**src/rtl/activation_seq_ctrl_if.sv**
```systemverilog
// activation_seq_ctrl_if: upstream beat handshake, sequence control and activation memory outputs
interface activation_seq_ctrl_if;
  logic       start;
  logic       abort;
  logic       act_valid;
  logic [6:0] act_data;
  logic       act_ready;
  logic       weight_done;
  logic [6:0] Activation;
  logic [5:0] Activation_Mem_Address_in;
  logic       load_mem_done;
  logic       Cal;
  logic       busy;
  logic       done;
  modport master (
    output start, abort, act_valid, act_data, weight_done,
    input  act_ready, Activation, Activation_Mem_Address_in, load_mem_done, Cal, busy, done
  );
  modport slave (
    input  start, abort, act_valid, act_data, weight_done,
    output act_ready, Activation, Activation_Mem_Address_in, load_mem_done, Cal, busy, done
  );
endinterface

```
**src/rtl/activation_seq_ctrl.sv**
```systemverilog
// activation_seq_ctrl: loads activation words into memory, waits for weights, runs Cal then drains
module activation_seq_ctrl #(
  parameter int NUM_ACT      = 64,
  parameter int CAL_CYCLES   = 8,
  parameter int DRAIN_CYCLES = 15
) (
  input logic clk,
  input logic rst,
  activation_seq_ctrl_if.slave bus
);
  typedef enum logic [2:0] {IDLE, LOAD, WAIT_W, CAL, DRAIN, DONE} state_t;
  localparam logic [6:0] LAST_BEAT  = 7'(NUM_ACT - 1);
  localparam logic [7:0] CAL_LAST   = 8'(CAL_CYCLES - 1);
  localparam logic [7:0] DRAIN_LAST = 8'(DRAIN_CYCLES - 1);
  state_t     state, state_n;
  logic [6:0] beat_cnt;
  logic [7:0] cyc_cnt;
  logic       weight_seen;
  logic [6:0] act_q;
  logic [5:0] addr_q;
  logic       accept, cyc_end;
  assign accept  = state == LOAD && bus.act_valid;
  assign cyc_end = cyc_cnt == (state == CAL ? CAL_LAST : DRAIN_LAST);
  always_comb begin
    state_n = state;
    if (state != IDLE && bus.abort) state_n = IDLE;
    else
      case (state)
        IDLE:    state_n = bus.start ? LOAD : IDLE;
        LOAD:    state_n = accept && beat_cnt == LAST_BEAT ? WAIT_W : LOAD;
        WAIT_W:  state_n = weight_seen || bus.weight_done ? CAL : WAIT_W;
        CAL:     state_n = cyc_end ? DRAIN : CAL;
        DRAIN:   state_n = cyc_end ? DONE : DRAIN;
        DONE:    state_n = IDLE;
        default: state_n = IDLE;
      endcase
  end
  always_ff @(posedge clk) begin
    if (rst) begin
      state       <= IDLE;
      act_q       <= '0;
      addr_q      <= '0;
      beat_cnt    <= '0;
      cyc_cnt     <= '0;
      weight_seen <= 1'b0;
    end else begin
      state <= state_n;
      if (accept) begin
        act_q  <= bus.act_data;
        addr_q <= beat_cnt[5:0];
      end
      if (state == IDLE) begin
        beat_cnt    <= '0;
        weight_seen <= 1'b0;
      end else begin
        if (bus.weight_done) weight_seen <= 1'b1;
        if (accept && !bus.abort) beat_cnt <= beat_cnt + 7'd1;
      end
      // cyc_cnt restarts on every state change so CAL and DRAIN each count from zero
      cyc_cnt <= state_n == state && (state == CAL || state == DRAIN) ? cyc_cnt + 8'd1 : 8'd0;
    end
  end
  assign bus.Activation                = act_q;
  assign bus.Activation_Mem_Address_in = addr_q;
  assign bus.act_ready                 = state == LOAD;
  assign bus.load_mem_done             = state == WAIT_W || state == CAL || state == DRAIN || state == DONE;
  assign bus.Cal                       = state == CAL;
  assign bus.busy                      = state != IDLE;
  assign bus.done                      = state == DONE;
endmodule

```
**src/flat_wrapper.sv**
```systemverilog
// flat-port wrapper written by rule: the top's interface ports become plain ports
module activation_seq_ctrl_flat 
#(
  parameter int NUM_ACT      = 64,
  parameter int CAL_CYCLES   = 8,
  parameter int DRAIN_CYCLES = 15
)
  (clk, rst, bus_start, bus_abort, bus_act_valid, bus_act_data, bus_weight_done, bus_act_ready, bus_Activation, bus_Activation_Mem_Address_in, bus_load_mem_done, bus_Cal, bus_busy, bus_done);
  activation_seq_ctrl_if bus_i ();
  input logic clk;
  input logic rst;
  input wire logic [$bits(bus_i.start)-1:0] bus_start;
  input wire logic [$bits(bus_i.abort)-1:0] bus_abort;
  input wire logic [$bits(bus_i.act_valid)-1:0] bus_act_valid;
  input wire logic [$bits(bus_i.act_data)-1:0] bus_act_data;
  input wire logic [$bits(bus_i.weight_done)-1:0] bus_weight_done;
  output wire logic [$bits(bus_i.act_ready)-1:0] bus_act_ready;
  output wire logic [$bits(bus_i.Activation)-1:0] bus_Activation;
  output wire logic [$bits(bus_i.Activation_Mem_Address_in)-1:0] bus_Activation_Mem_Address_in;
  output wire logic [$bits(bus_i.load_mem_done)-1:0] bus_load_mem_done;
  output wire logic [$bits(bus_i.Cal)-1:0] bus_Cal;
  output wire logic [$bits(bus_i.busy)-1:0] bus_busy;
  output wire logic [$bits(bus_i.done)-1:0] bus_done;
  assign bus_i.start = bus_start;
  assign bus_i.abort = bus_abort;
  assign bus_i.act_valid = bus_act_valid;
  assign bus_i.act_data = bus_act_data;
  assign bus_i.weight_done = bus_weight_done;
  assign bus_act_ready = bus_i.act_ready;
  assign bus_Activation = bus_i.Activation;
  assign bus_Activation_Mem_Address_in = bus_i.Activation_Mem_Address_in;
  assign bus_load_mem_done = bus_i.load_mem_done;
  assign bus_Cal = bus_i.Cal;
  assign bus_busy = bus_i.busy;
  assign bus_done = bus_i.done;
  activation_seq_ctrl #(.NUM_ACT(NUM_ACT), .CAL_CYCLES(CAL_CYCLES), .DRAIN_CYCLES(DRAIN_CYCLES)) u_core (.clk(clk), .rst(rst), .bus(bus_i));
endmodule
```
**config.mk**
```make
export PLATFORM = sky130hd
export DESIGN_NAME = activation_seq_ctrl_flat
export DESIGN_NICKNAME = d
export VERILOG_FILES = /design/src/rtl/activation_seq_ctrl_if.sv /design/src/rtl/activation_seq_ctrl.sv /design/src/flat_wrapper.sv
export SDC_FILE = /design/constraint.sdc
export NUM_CORES = 1
export LEC_CHECK = 0
export CAP_MARGIN = 0
export CORE_MARGIN = 5
export CORE_UTILIZATION = 30
export CTS_CLUSTER_SIZE = 12
export DETAILED_ROUTE_END_ITERATION = 10
export DONT_BUFFER_PORTS = 1
export PLACE_DENSITY = 0.49
export SLEW_MARGIN = 0
export SYNTH_ARGS = -nofsm -noshare
export SYNTH_HDL_FRONTEND = slang
export SYNTH_SLANG_ARGS = --single-unit
```
**constraint.sdc**
```tcl
create_clock -name clk -period 1.75 [get_ports clk]
set_input_delay 0.35 -clock clk [delete_from_list [all_inputs] [get_ports clk]]
set_output_delay 0.35 -clock clk [all_outputs]
set_load 0.05 [all_outputs]
```
# --- Word level (Yosys, flattened, before mapping) ---
# Cells that the tools add are included.
totals:
  register_bits: 32
  inputBits: 13
  out_inout_bits: 18
  wordCells: 40
classes:
  addsub: 2
  eq_ne: 8
  muxes: 8
  bitwise_logic: 1
  n_reduce_logical: 15
op_table:
  columns: ["cell", "count"]
  rows:
  - ["$pmux W3 S5", 1]
  - ["$add A8 B1 Y8 const B", 1]
  - ["$eq A8 B8 Y1", 1]
  - ["$add A7 B1 Y7 const B", 1]
  - ["$eq A7 B6 Y1 const B", 1]
  - ["$eq A3 B2 Y1 const B", 2]
  - ["$eq A3 B3 Y1 const B", 2]
  - ["$mux W3", 2]
  - ["$logic_and A1 B1 Y1", 5]
  - ["$logic_or A1 B1 Y1", 5]
  - ["$mux W4", 1]
  - ["$reduce_or A2 Y1", 2]
  - ["$eq A3 B1 Y1 const B", 1]
  - ["$eq A3 B3 Y1", 1]
  - ["$logic_not A3 Y1", 1]
  - ["$mux W1", 3]
  - ["$reduce_bool A3 Y1", 1]
  - ["$mux W2", 1]
  - ["$logic_not A1 Y1", 1]
  - ["$not A1 Y1", 1]

# --- Longest topological paths before layout ---
logic_depth:
  word_depth: 10
  mapped_depth: 6
  mapped_depth_nobuf: 5

# --- Worst setup path after synthesis ---
# OpenSTA, ideal clock, no wires.
synth_path:
  kind: "register to register"
  startpoint: "register u_core.state[2]"
  endpoint: "register u_core.addr_q[2], in the netlist u_core.bus.Activation_Mem_Address_in[2]"
  setup_time_ns: 0.070
  arrival_time_ns: 1.791
  required_ns: 1.680
  path_slack_ns: -0.111
  path_stages_with_launch: 7
  path_buffers: 2
  period_less_slack_ns: 1.861
  cell_sequence: "dfxtp_1 > buf_4 > nor3b_2 > and2_1 > buf_2 > nand2_1 > a21oi_1"
synth_via:
  elab_chain_cells: 2
synth_lines:
  columns: ["element", "line", "rtl"]
  rows:
  - ["start, declared", "activation_seq_ctrl.sv:15", "state_t state, state_n;"]
  - ["start signal, assigned", "activation_seq_ctrl.sv:47", "state <= state_n;"]
  - ["$eq A3 B1 Y1", null, null]
  - ["via bus_act_ready", "flat_wrapper.sv:17", "output wire logic [$bits(bus_i.act_ready)-1:0] bus_act_ready;"]
  - ["$logic_and A1 B1 Y1", "activation_seq_ctrl.sv:22", "assign accept = state == LOAD && bus.act_valid;"]
  - ["end signal, assigned", "activation_seq_ctrl.sv:50", "addr_q <= beat_cnt[5:0];"]
  - ["end, declared", "activation_seq_ctrl.sv:20", "logic [5:0] addr_q;"]
# The timed path passes the listed nets, and every way through them passes these cells.
# A chain may end at the register's enable or synchronous reset.

# --- Final worst setup path ---
layout_path:
  startpoint: "register u_core.state[1]"
  endpoint: "output bus_Cal"
layout_via:
  elab_chain_cells: 1
layout_lines:
  columns: ["element", "line", "rtl"]
  rows:
  - ["$eq A3 B2 Y1", "activation_seq_ctrl.sv:67", "assign bus.Cal = state == CAL;"]
  - ["end, declared", "flat_wrapper.sv:21", "output wire logic [$bits(bus_i.Cal)-1:0] bus_Cal;"]
# No other way between the ends.

==> flow_summary.json <==
{
  "cp_cell_sequence": "buf_4 > nand3b_1 > inv_2 > buf_6",
  "worst-path-stages": 4,
  "dr.pass1.iters": 4,
  "cpLargestDelayFamily": "buffers and inverters",
  "holdPathEnd": "u_core.bus.Activation[0]",
  "vdd_drop_max_v": 0.000328,
  "finalNetCount": 204,
  "fin_util_pct": 36.7,
  "setup_viol": 0,
  "critPathArrivalTime_ps": 1310,
  "cts.sinks": 32,
  "dp_cells": 249,
  "dieHeight_um": 81.1,
  "finalWeightedCongestion": 0.801,
  "tightest_slew_ps": 519,
  "wl_met3_um": 189,
  "drive_gt1_share_pct": 18.9,
  "hold_violations": 0,
  "hpwl_mm": 2.63,
  "overflow": 0,
  "syn-num-nets": 192,
  "synth_area_per_cell_um2": 8.57,
  "crit_buf_inv": 3,
  "initial_core_util_pct": 31.5,
  "setup.worst_path.end_class": "output port",
  "hold_depth": 1,
  "grt_pass1_wl_mm": 5.75,
  "timing.rr.start": "u_core.beat_cnt[0]",
  "antenna_found_initial": 0,
  "numCtsBuffers": 5,
  "maxCapViolations": 0,
  "insertion_delay_ps": 280,
  "design_area_um2": 1770,
  "synth.distinct_cells": 44,
  "grt_pass1_vias": 1254,
  "area_delta_synth_final_pct": 16.4,
  "die_width_um": 81.1,
  "yosys_most_used_dff": "dfxtp_1",
  "worst_slew_margin_rel_pct": 65.3,
  "cp_slowest_cell": "dfxtp_1",
  "netlist_instances": 177,
  "dr_wl_met2_mm": 1.71,
  "r2r-end": "u_core.cyc_cnt[3]",
  "slew_violations": 0,
  "io_pins": 31,
  "clk_path_buf_depth": 2,
  "reg2reg_slack_ps": 130,
  "fin_cells": 257,
  "cts_root_buffer": "clkbuf_8",
  "worst_r2r_path_depth": 5,
  "min_path_type": "primary input to register",
  "avgRoutedWirePerCell_um": 13.3,
  "diodes": 0,
  "p_per_area_nw_per_um2": 823,
  "rsz0062_at_grt": "no",
  "finalWirelength_mm": 3.42,
  "grt_max_degree": 18,
  "vias": 1234,
  "worstHoldStart": "rst",
  "ys_ff_latch": 32,
  "drcViolationCount": 0,
  "seq_area_frac_synth_pct": 42.2,
  "cts_hold_buf": 0,
  "max_freq_ghz": 0.602,
  "post-route-period-util_pct": 94.9,
  "finalSetupTns_ps": 0,
  "grt_usage_pct": 11.5,
  "crit_required_ps": 1400,
  "status": "completed",
  "start_kind": "register",
  "leakagePower_nw": 0.562,
  "htreeDepth": 2,
  "cpPeakStageDelay_ps": 370,
  "yosys_warnings": 0,
  "wl_met1_mm": 1.45,
  "top_layer": "met4",
  "worstPathMaxFanout": 9,
  "skew_ps": 4.71,
  "dieArea_um2": 6580,
  "clkTransAtPathRegs_ps": 70,
  "placed_area_um2": 1660,
  "ant_nets": 0,
  "syn_area_um2": 1520,
  "crit_type": "register to output port",
  "placement_rows": 25,
  "port_buffers": 0,
  "tritoncts": "done",
  "first_iter_violations": 79,
  "synth_edf_count": 0,
  "via_per_inst": 4.80,
  "fin_crit_ps": 1660,
  "coreArea_um2": 4820,
  "async_flop_share_pct": 0
}
==> layout make-up <==
class | count | area, µm²
fillers | 498 | 3050
inverters | 4 | 15.0
clock inverters | 1 | 7.51
repair buffers | 14 | 109
multi-input cells | 132 | 825
flip-flops and latches | 32 | 641
clock buffers | 7 | 86.3
well taps | 67 | 83.8
==> synth_stat cells (3+ instances only) <==
master	instances	area share, %
nand2_1	36	8.9
dfxtp_1	32	42
nor2_1	21	5.2
a21oi_1	14	4.6
xnor2_1	10	5.8
a211oi_1	5	2.5
nand3_1	4	1.3
buf_2	3	0.99
inv_1	3	0.74
nor3b_2	3	2.5
nor4_1	3	1.2
o21ai_1	3	0.99
xor2_1	3	1.7
==> power breakdown <==
| group | internal [W] | switching, W | leakage (nW) | total, W |
|---|---|---|---|---|
| clock | 0.000319 | 0.000267 | 0.0445 | 0.000586 |
| combinational | 0.0000362 | 0.0000609 | 0.260 | 0.0000972 |
| sequential | 0.000738 | 0.0000326 | 0.258 | 0.000771 |
==> cells in the final DEF (no fill, tap or decap), types with 3 or more instances in the layout <==
cell,n
nand2_1,36
dfxtp_1,32
nor2_1,21
a21oi_1,14
buf_4,13
xnor2_1,10
clkbuf_8,6
a211oi_1,5
nand3_1,4
xor2_1,3
o21ai_1,3
nor3b_2,3
nor4_1,3
==> what timing repair did <==
action,CTS,global route
resized for setup,0,3
hold endpoints to repair,0,0
setup buffers,0,0
endpoints found under the setup margin,0,6
==> cells by family (layout without fill, tap and decap cells) <==
family,after synthesis,in the layout,synth area share [%]
xor gates and xnor gates,13,13,7.50
DFF,32,32,42.2
adders and majority gates,3,3,2.31
buffers and inverters,13,26,4.20
AOI/OAI and AO/OA,30,30,13.4
and+or+nand+nor,86,86,30.4
==> worst reg2reg max path, delay by kind of cell (launching register included) <==
family	cells	cell delay (ps)
AND/OR/NAND/NOR	1	110
flip-flops	1	400
AO/OA/AOI/OAI	3	760
adder cells (fa/ha/maj)	1	220
==> per-stage QoR <==
step / power, W / setup slack [ps] / hold slack (ps)
after global placement: 0.000883 / 183 / 422
after detailed placement: 0.000885 / 111 / 424
after CTS: 0.00148 / 42.8 / 120
final: 0.00145 / 88.7 / 127
after floorplan: 0.000869 / 96.7 / 453
after global routing: 0.00151 / 2.96 / 118
==> state kept, by name, summed over array words and instances (netlist names) <==
register,flops
u_core.cyc_cnt,8
u_core.bus.Activation,7
u_core.bus.Activation_Mem_Address_in,6
u_core.state,3
u_core.beat_cnt,7
u_core.weight_seen,1
==> how the worst max path moves through the flow <==
stage / slack (ps) / startpoint / to
finish: 90 / u_core.state[1] / bus_Cal
global route: 3 / u_core.state[1] / bus_Cal
CTS: 40 / u_core.state[1] / bus_Cal
detailed placement: 110 / u_core.beat_cnt[0] / u_core.cyc_cnt[3]
global placement: 180 / u_core.beat_cnt[0] / u_core.cyc_cnt[1]
floorplan: 100 / u_core.state[2] / u_core.bus.Activation_Mem_Address_in[2]
==> routing by layer <==
metal | track usage [%] | vias up
met2 | 20.0 | 24
met1 | 12.6 | 575
met5 | 0 | -
met4 | 5.07 | 0
li1 | - | 628
met3 | 3.77 | 7
Note: power is estimated with default switching activity, not from simulation.
